===== config.mk =====
export PLATFORM = sky130hd
export DESIGN_NAME = multicycle_control_flat
export DESIGN_NICKNAME = d
export VERILOG_FILES = /design/src/rtl/multicycle_control_if.sv /design/src/rtl/multicycle_control.sv /design/src/flat_wrapper.sv
export SDC_FILE = /design/constraint.sdc
export NUM_CORES = 1
export LEC_CHECK = 0
export BUFFER_PORTS_ARGS = -buffer_cell sky130_fd_sc_hd__buf_2
export CORE_MARGIN = 4
export CORE_UTILIZATION = 51
export CTS_CLUSTER_DIAMETER = 80
export DETAILED_ROUTE_END_ITERATION = 8
export GPL_TIMING_DRIVEN = 0
export PLACE_DENSITY = 0.9
export SETUP_SLACK_MARGIN = 0.1
export SYNTH_ARGS = -nofsm -noshare
export SYNTH_HDL_FRONTEND = slang
export SYNTH_SLANG_ARGS = --single-unit

===== constraint.sdc =====
create_clock -name clk -period 2.22 [get_ports clk]
set_input_delay 0.666 -clock clk [delete_from_list [all_inputs] [get_ports clk]]
set_output_delay 0.666 -clock clk [all_outputs]
set_load 0.02 [all_outputs]

===== src/rtl/multicycle_control_if.sv =====
// Control-side bundle between multicycle_control and the multi-cycle datapath.
// master = control unit, slave = datapath/memory side.
interface multicycle_control_if #(
   parameter int ALU_OP_WIDTH = 3,
   parameter int CNT_WIDTH    = 32
);
   logic [6:0]              op_i;
   logic                    mem_ready_i;
   logic                    pc_write_o;
   logic                    pc_write_cond_o;
   logic                    ir_write_o;
   logic                    i_or_d_o;
   logic                    mem_read_o;
   logic                    mem_write_o;
   logic [1:0]              mem_to_reg_o;
   logic                    reg_write_o;
   logic [1:0]              alu_src_a_o;
   logic [1:0]              alu_src_b_o;
   logic [ALU_OP_WIDTH-1:0] alu_op_o;
   logic [1:0]              pc_src_o;
   logic                    illegal_op_o;
   logic [3:0]              state_o;
   logic [CNT_WIDTH-1:0]    instr_count_o;

   modport master (
      input  op_i, mem_ready_i,
      output pc_write_o, pc_write_cond_o, ir_write_o, i_or_d_o, mem_read_o,
             mem_write_o, mem_to_reg_o, reg_write_o, alu_src_a_o, alu_src_b_o,
             alu_op_o, pc_src_o, illegal_op_o, state_o, instr_count_o
   );

   modport slave (
      output op_i, mem_ready_i,
      input  pc_write_o, pc_write_cond_o, ir_write_o, i_or_d_o, mem_read_o,
             mem_write_o, mem_to_reg_o, reg_write_o, alu_src_a_o, alu_src_b_o,
             alu_op_o, pc_src_o, illegal_op_o, state_o, instr_count_o
   );
endinterface


===== src/rtl/multicycle_control.sv =====
// Moore control FSM for the multi-cycle RISC-V datapath with retired-instruction counter.
// Define JUMP_EN to add the JAL/JALR states; otherwise those opcodes trap.
module multicycle_control #(
   parameter int ALU_OP_WIDTH = 3,
   parameter int CNT_WIDTH    = 32
) (
   input logic                 clk,
   input logic                 reset,
   multicycle_control_if.master ctl
);

   typedef enum logic [3:0] {
      S_IDLE      = 4'd0,
      S_FETCH     = 4'd1,
      S_DECODE    = 4'd2,
      S_MEM_ADDR  = 4'd3,
      S_MEM_READ  = 4'd4,
      S_LOAD_WB   = 4'd5,
      S_MEM_WRITE = 4'd6,
      S_EXEC_R    = 4'd7,
      S_EXEC_I    = 4'd8,
      S_ALU_WB    = 4'd9,
      S_BRANCH    = 4'd10,
      S_LUI       = 4'd11,
      S_JAL       = 4'd12,
      S_JALR      = 4'd13,
      S_TRAP      = 4'd15
   } state_t;

   state_t               state_q, state_d;
   logic                 is_store_q, is_store_d;
   logic [CNT_WIDTH-1:0] count_q, count_d;
   logic                 retire;

   always_ff @(posedge clk or posedge reset) begin
      if (reset) begin
         state_q    <= S_IDLE;
         is_store_q <= 1'b0;
         count_q    <= '0;
      end else begin
         state_q    <= state_d;
         is_store_q <= is_store_d;
         count_q    <= count_d;
      end
   end

   // The load/store distinction is captured in DECODE because op_i is not trusted afterwards.
   always_comb begin
      state_d    = state_q;
      is_store_d = is_store_q;
      retire     = 1'b0;
      case (state_q)
         S_IDLE:   state_d = S_FETCH;
         S_FETCH:  if (ctl.mem_ready_i) state_d = S_DECODE;
         S_DECODE: begin
            is_store_d = (ctl.op_i == 7'h23);
            case (ctl.op_i)
               7'h33:        state_d = S_EXEC_R;
               7'h13:        state_d = S_EXEC_I;
               7'h03, 7'h23: state_d = S_MEM_ADDR;
               7'h63:        state_d = S_BRANCH;
               7'h37:        state_d = S_LUI;
`ifdef JUMP_EN
               7'h6F:        state_d = S_JAL;
               7'h67:        state_d = S_JALR;
`endif
               default:      state_d = S_TRAP;
            endcase
         end
         S_MEM_ADDR: state_d = is_store_q ? S_MEM_WRITE : S_MEM_READ;
         S_MEM_READ: if (ctl.mem_ready_i) state_d = S_LOAD_WB;
         S_MEM_WRITE: begin
            if (ctl.mem_ready_i) begin
               state_d = S_FETCH;
               retire  = 1'b1;
            end
         end
         S_EXEC_R, S_EXEC_I, S_LUI: state_d = S_ALU_WB;
         S_ALU_WB, S_LOAD_WB, S_BRANCH: begin
            state_d = S_FETCH;
            retire  = 1'b1;
         end
`ifdef JUMP_EN
         S_JAL, S_JALR: begin
            state_d = S_FETCH;
            retire  = 1'b1;
         end
`endif
         S_TRAP:  state_d = S_TRAP;
         default: state_d = S_TRAP;
      endcase
      count_d = retire ? count_q + CNT_WIDTH'(1) : count_q;
   end

   always_comb begin
      ctl.pc_write_o      = 1'b0;
      ctl.pc_write_cond_o = 1'b0;
      ctl.ir_write_o      = 1'b0;
      ctl.i_or_d_o        = 1'b0;
      ctl.mem_read_o      = 1'b0;
      ctl.mem_write_o     = 1'b0;
      ctl.mem_to_reg_o    = 2'd0;
      ctl.reg_write_o     = 1'b0;
      ctl.alu_src_a_o     = 2'd0;
      ctl.alu_src_b_o     = 2'd0;
      ctl.alu_op_o        = '0;
      ctl.pc_src_o        = 2'd0;
      ctl.illegal_op_o    = 1'b0;
      case (state_q)
         S_FETCH: begin
            ctl.mem_read_o  = 1'b1;
            ctl.alu_src_b_o = 2'd1;
            ctl.ir_write_o  = ctl.mem_ready_i;
            ctl.pc_write_o  = ctl.mem_ready_i;
         end
         S_DECODE:   ctl.alu_src_b_o = 2'd2;
         S_MEM_ADDR: begin
            ctl.alu_src_a_o = 2'd1;
            ctl.alu_src_b_o = 2'd2;
         end
         S_MEM_READ: begin
            ctl.i_or_d_o   = 1'b1;
            ctl.mem_read_o = 1'b1;
         end
         S_LOAD_WB: begin
            ctl.reg_write_o  = 1'b1;
            ctl.mem_to_reg_o = 2'd1;
         end
         S_MEM_WRITE: begin
            ctl.i_or_d_o    = 1'b1;
            ctl.mem_write_o = 1'b1;
         end
         S_EXEC_R: begin
            ctl.alu_src_a_o = 2'd1;
            ctl.alu_op_o    = ALU_OP_WIDTH'(2);
         end
         S_EXEC_I: begin
            ctl.alu_src_a_o = 2'd1;
            ctl.alu_src_b_o = 2'd2;
            ctl.alu_op_o    = ALU_OP_WIDTH'(1);
         end
         S_ALU_WB: ctl.reg_write_o = 1'b1;
         S_BRANCH: begin
            ctl.alu_src_a_o     = 2'd1;
            ctl.alu_op_o        = ALU_OP_WIDTH'(3);
            ctl.pc_write_cond_o = 1'b1;
            ctl.pc_src_o        = 2'd1;
         end
         S_LUI: begin
            ctl.alu_src_a_o = 2'd2;
            ctl.alu_src_b_o = 2'd2;
         end
`ifdef JUMP_EN
         S_JAL, S_JALR: begin
            ctl.alu_src_b_o  = 2'd1;
            ctl.reg_write_o  = 1'b1;
            ctl.mem_to_reg_o = 2'd2;
            ctl.pc_write_o   = 1'b1;
            ctl.pc_src_o     = (state_q == S_JAL) ? 2'd1 : 2'd2;
         end
`endif
         S_TRAP:  ctl.illegal_op_o = 1'b1;
         default: ;
      endcase
   end

   assign ctl.state_o       = state_q;
   assign ctl.instr_count_o = count_q;

endmodule


===== src/flat_wrapper.sv =====
// flat-port wrapper written by rule: the top's interface ports become plain ports
module multicycle_control_flat 
#(
   parameter int ALU_OP_WIDTH = 3,
   parameter int CNT_WIDTH    = 32
)
  (clk, reset, ctl_op_i, ctl_mem_ready_i, ctl_pc_write_o, ctl_pc_write_cond_o, ctl_ir_write_o, ctl_i_or_d_o, ctl_mem_read_o, ctl_mem_write_o, ctl_mem_to_reg_o, ctl_reg_write_o, ctl_alu_src_a_o, ctl_alu_src_b_o, ctl_alu_op_o, ctl_pc_src_o, ctl_illegal_op_o, ctl_state_o, ctl_instr_count_o);
  multicycle_control_if #(.ALU_OP_WIDTH(ALU_OP_WIDTH), .CNT_WIDTH(CNT_WIDTH)) ctl_i ();
  input logic clk;
  input logic reset;
  input wire logic [$bits(ctl_i.op_i)-1:0] ctl_op_i;
  input wire logic [$bits(ctl_i.mem_ready_i)-1:0] ctl_mem_ready_i;
  output wire logic [$bits(ctl_i.pc_write_o)-1:0] ctl_pc_write_o;
  output wire logic [$bits(ctl_i.pc_write_cond_o)-1:0] ctl_pc_write_cond_o;
  output wire logic [$bits(ctl_i.ir_write_o)-1:0] ctl_ir_write_o;
  output wire logic [$bits(ctl_i.i_or_d_o)-1:0] ctl_i_or_d_o;
  output wire logic [$bits(ctl_i.mem_read_o)-1:0] ctl_mem_read_o;
  output wire logic [$bits(ctl_i.mem_write_o)-1:0] ctl_mem_write_o;
  output wire logic [$bits(ctl_i.mem_to_reg_o)-1:0] ctl_mem_to_reg_o;
  output wire logic [$bits(ctl_i.reg_write_o)-1:0] ctl_reg_write_o;
  output wire logic [$bits(ctl_i.alu_src_a_o)-1:0] ctl_alu_src_a_o;
  output wire logic [$bits(ctl_i.alu_src_b_o)-1:0] ctl_alu_src_b_o;
  output wire logic [$bits(ctl_i.alu_op_o)-1:0] ctl_alu_op_o;
  output wire logic [$bits(ctl_i.pc_src_o)-1:0] ctl_pc_src_o;
  output wire logic [$bits(ctl_i.illegal_op_o)-1:0] ctl_illegal_op_o;
  output wire logic [$bits(ctl_i.state_o)-1:0] ctl_state_o;
  output wire logic [$bits(ctl_i.instr_count_o)-1:0] ctl_instr_count_o;
  assign ctl_i.op_i = ctl_op_i;
  assign ctl_i.mem_ready_i = ctl_mem_ready_i;
  assign ctl_pc_write_o = ctl_i.pc_write_o;
  assign ctl_pc_write_cond_o = ctl_i.pc_write_cond_o;
  assign ctl_ir_write_o = ctl_i.ir_write_o;
  assign ctl_i_or_d_o = ctl_i.i_or_d_o;
  assign ctl_mem_read_o = ctl_i.mem_read_o;
  assign ctl_mem_write_o = ctl_i.mem_write_o;
  assign ctl_mem_to_reg_o = ctl_i.mem_to_reg_o;
  assign ctl_reg_write_o = ctl_i.reg_write_o;
  assign ctl_alu_src_a_o = ctl_i.alu_src_a_o;
  assign ctl_alu_src_b_o = ctl_i.alu_src_b_o;
  assign ctl_alu_op_o = ctl_i.alu_op_o;
  assign ctl_pc_src_o = ctl_i.pc_src_o;
  assign ctl_illegal_op_o = ctl_i.illegal_op_o;
  assign ctl_state_o = ctl_i.state_o;
  assign ctl_instr_count_o = ctl_i.instr_count_o;
  multicycle_control #(.ALU_OP_WIDTH(ALU_OP_WIDTH), .CNT_WIDTH(CNT_WIDTH)) u_core (.clk(clk), .reset(reset), .ctl(ctl_i));
endmodule

==> results.txt <==
RePlAce Congestion: 0.930
Core Footprint: 4030 um2
number of buffers and inverters on the critical path: 2
max incr delay on CP: 0.43 ns
slew at the pin closest to its max-slew limit: 0.741 ns
Post-DP HPWL: 3920 um
cell types occupying the most area after synthesis: dfrtp_1 43%, xnor2_1 11%, nand4_1 5.0%, nand3_1 3.8%, buf_4 2.8%
number of levels the H-tree was split into: 2
setup slack, reg-to-reg: 0.15 ns
clk slew on worst S/H paths: 0.07 ns
Worst Setup Path Type: reg -> out
switching power of the nets: 0.00127 W
worst endpoint data arrival time: 1.51 ns
relative max-transition margin: 50.2%
data required time at the worst endpoint: 1.55 ns
Power per Cell Area: 1050 nW/um2
worst-case reg-to-reg path depth: 5
proportion of layout cells with a drive suffix above 1: 37.6%
Yosys warning count: 0
die span in y: 72.7 um
CTS tree: done
sequential-to-total area share from yosys stat: 43.4%
WL/cell: 17.1 um
Diodes inserted: 0
number of placement rows: 23
Reg2Reg Capture Point: u_core.ctl.instr_count_o[23]$_DFFE_PP0P_
Post-Synth Adder-Cell Area: 0.587%
I/O Buffers: 61
share of the clock period used by the worst path: 98.0%
class of the tightest hold or removal check: in -> async
Worst path top cell family by delay: flip-flops
remaining routing DRC violations: 0
combinational fraction of design power: 53.2%
Crit Reg-Reg Startpoint: u_core.ctl.state_o[1]$_DFFE_PP0P_
area growth from synthesis to layout: 31.1%
simple-gate share of the synthesized area: 27.2%
nature of the critical path startpoint: flop
portion of synthesized cell area occupied by the leading cell type: 43.4%
share of power burned in registers: 29.6%
worst vdd ir: 662 uV
worst-path maximum fanout: 4
total clock buffers created by CTS: 5
Ports: 65
Yosys reg bits: 37
Hold Violations, Final: 0
die width: 72.7 um
effective utilization at floorplan: 53.0%
Skew-Pair Late Insertion Delay: 0.31 ns
maximum number of pins on one net before global-route repair: 38
Clock Sinks: 37
smallest hold slack: 0.477 ns
Remaining Overflow, GRT: 0
Synth Area in XOR/XNOR: 14.0%
type of element capturing the critical path: output pin
initial detailed-routing violation count: 231
count of nets left with antenna violations after detail routing: 0
wire length of the first global-routing pass: 9070 um
area leader, netlist: dfrtp_1
final setup violating endpoints: 0
slowest library cell on the worst path: dfrtp_2
fraction of synthesized area in multiplexers: 1.52%
Total Nets Final: 308
CTS root buffer: clkbuf_8
global routing usage summed across all routing layers: 22.3%
antenna violations before repair: 0
combinational family with the most area after synthesis: simple AND/OR/NAND/NOR gates
final non-filler cell total: 348
setup clock skew after layout: 0.0111 ns
clock network fraction of total power: 17.2%
number of max-slew violations in the final report: 0
overall routed net length: 5940 um
drt first pass iters: 5
post-synthesis compound-gate area fraction: 8.33%
netlist area before placement: 2130 um2
switching share of power: 43.2%
max capacitance violation total: 0
number of vias per cell after detailed routing: 5.86
leakage component of the power: 1.24 nW
internal portion of total power: 0.00167 W
highest clock rate: 459 MHz
unrepaired setup endpoints after global routing: yes
hold buffer count at cts: 0
post-synthesis instance total: 218
overall via count from detail_route: 2039
setup tns final: 0 ns
min Tclk post-route: 2.18 ns
full die area: 5280 um2
buffer depth of the longest clock path: 2
Critical Path, Cell by Cell: buf_4 -> xnor2_2 -> nor2_1 -> buf_2
Post-Place Cells: 331
outcome: finished, final reports clean
distinct cell type count of the synthesized netlist: 41
via count of the first global-routing pass: 1853
synthesized area per cell: 9.79 um2
==> registers in the layout (all words and copies together), names as in the netlist <==
name,count
u_core.ctl.instr_count_o,32
u_core.ctl.state_o,4
u_core.is_store_q,1
==> what timing repair did <==
action	in CTS	in global routing
resized for setup	22	16
pin swaps	0	1
hold endpoints to repair	0	0
endpoints found under the setup margin	14	13
buffers inserted	4	5
==> Yosys cell counts <==
cell,instances
dfrtp_1,37
xnor2_1,28
nand4_1,17
nand2_1,16
nand3_1,16
nor2_1,16
buf_4,8
nand2b_1,6
o21ai_0,6
xor2_1,6
and2_1,5
clkbuf_1,5
inv_1,5
a21oi_1,4
and3_1,4
nor4_1,4
nor4_2,4
nor3_1,3
or3_1,3
a2111oi_4,2
and4_1,2
nand3b_1,2
a211o_1,1
a211oi_1,1
a21o_1,1
a32oi_1,1
buf_2,1
conb_1,1
ha_1,1
mux2_1,1
mux2_2,1
mux2i_1,1
nor3b_1,1
nor4b_2,1
o21bai_1,1
o221ai_1,1
o22ai_1,1
o32ai_1,1
o41ai_1,1
or3b_1,1
or4_1,1
==> cells in the final DEF, fill, tap and decap left out, types with 2 or more instances in the layout <==
cell	synthesis	layout
a2111oi_4	2	2
xor2_1	6	6
dfrtp_1	37	35
a21oi_1	4	3
o21ai_0	6	6
nand4_1	17	17
buf_2	1	56
nor3_1	3	2
buf_6	0	4
xnor2_1	28	27
and2_1	5	5
dfrtp_2	0	2
or3_1	3	3
inv_1	5	4
clkbuf_8	0	7
nor4_1	4	3
nor2_1	16	14
and3_1	4	4
and4_1	2	2
nand3_1	16	16
nand2_2	0	2
nand3b_1	2	2
conb_1	1	3
buf_4	8	20
nand2_1	16	14
nor4_2	4	4
buf_8	0	2
nand2b_1	6	5
==> worst max-delay path by stage <==
stage	startpoint	to	slack, ns	cells after the start
floorplan	u_core.ctl.state_o[1]$_DFFE_PP0P_	ctl_pc_write_o	0.13	4
global placement	ctl_mem_ready_i	u_core.ctl.instr_count_o[23]$_DFFE_PP0P_	0.06	5
detailed placement	ctl_mem_ready_i	u_core.ctl.instr_count_o[22]$_DFFE_PP0P_	0.07	6
CTS	u_core.ctl.state_o[2]$_DFFE_PP0P_	ctl_pc_write_o	0.08	4
global route	u_core.ctl.state_o[3]$_DFFE_PP0P_	ctl_alu_op_o[1]	0.002	6
finish	u_core.ctl.state_o[3]$_DFFE_PP0P_	ctl_reg_write_o	0.04	4
==> power by group through the flow <==
stage,clock (W),combinational [W],sequential [W]
final,0.000506,0.00157,0.000871
after global routing,0.000536,0.00167,0.000887
after CTS,0.000504,0.00140,0.000861
after detailed placement,0,0.00123,0.000879
after global placement,0,0.00120,0.000869
after floorplan,0,0.000818,0.000956
==> per-stage QoR <==
| stage | cell area [um2] | total power [W] | setup WS [ns] | util (%) |
|---|---|---|---|---|
| global route | 2800 | 0.00309 | 0.00153 | 69.4 |
| global placement | 2520 | 0.00207 | 0.0613 | 62.6 |
| floorplan | 2160 | 0.00177 | 0.128 | - |
| detailed placement | 2520 | 0.00211 | 0.0654 | 62.6 |
| CTS | 2720 | 0.00277 | 0.0820 | 67.5 |
| finish | 2800 | 0.00294 | 0.0435 | 69.4 |
==> worst register-to-register path: cells and delay by family, from the launching register on <==
family,cells,cell delay (ns)
compound gates,1,0.76
xor+xnor,2,0.41
buf+inv,1,0.15
flops,1,0.39
simple gates,1,0.25
==> kinds of logic (layout without fill, tap and decap cells) <==
| logic type | after synthesis | after routing |
|---|---|---|
| AO/OA/AOI/OAI | 21 | 21 |
| XOR/XNOR | 34 | 34 |
| adder cells (fa/ha/maj) | 1 | 1 |
| buffers and inverters | 19 | 97 |
| flip-flops | 37 | 37 |
| multiplexers | 3 | 3 |
| other | 1 | 3 |
| AND/OR/NAND/NOR | 102 | 102 |
==> per-layer routing <==
metal	part of all wire, %	up-vias	GRT usage (%)
met5	0	-	0
met4	2.1	0	7.79
met3	7.6	19	6.34
met2	51	111	36.9
met1	39	983	28.0
li1	-	926	-
==> layout make-up <==
class,count,area (um2)
fillers,282,1230
multi-input cells,164,1170
flip-flops and latches,37,928
repair buffers,70,389
plain buffers,14,135
clock buffers,6,82.6
well taps,50,62.6
inverters,5,18.8
clock inverters,2,13.8
Power figures use the tool's default switching activity.
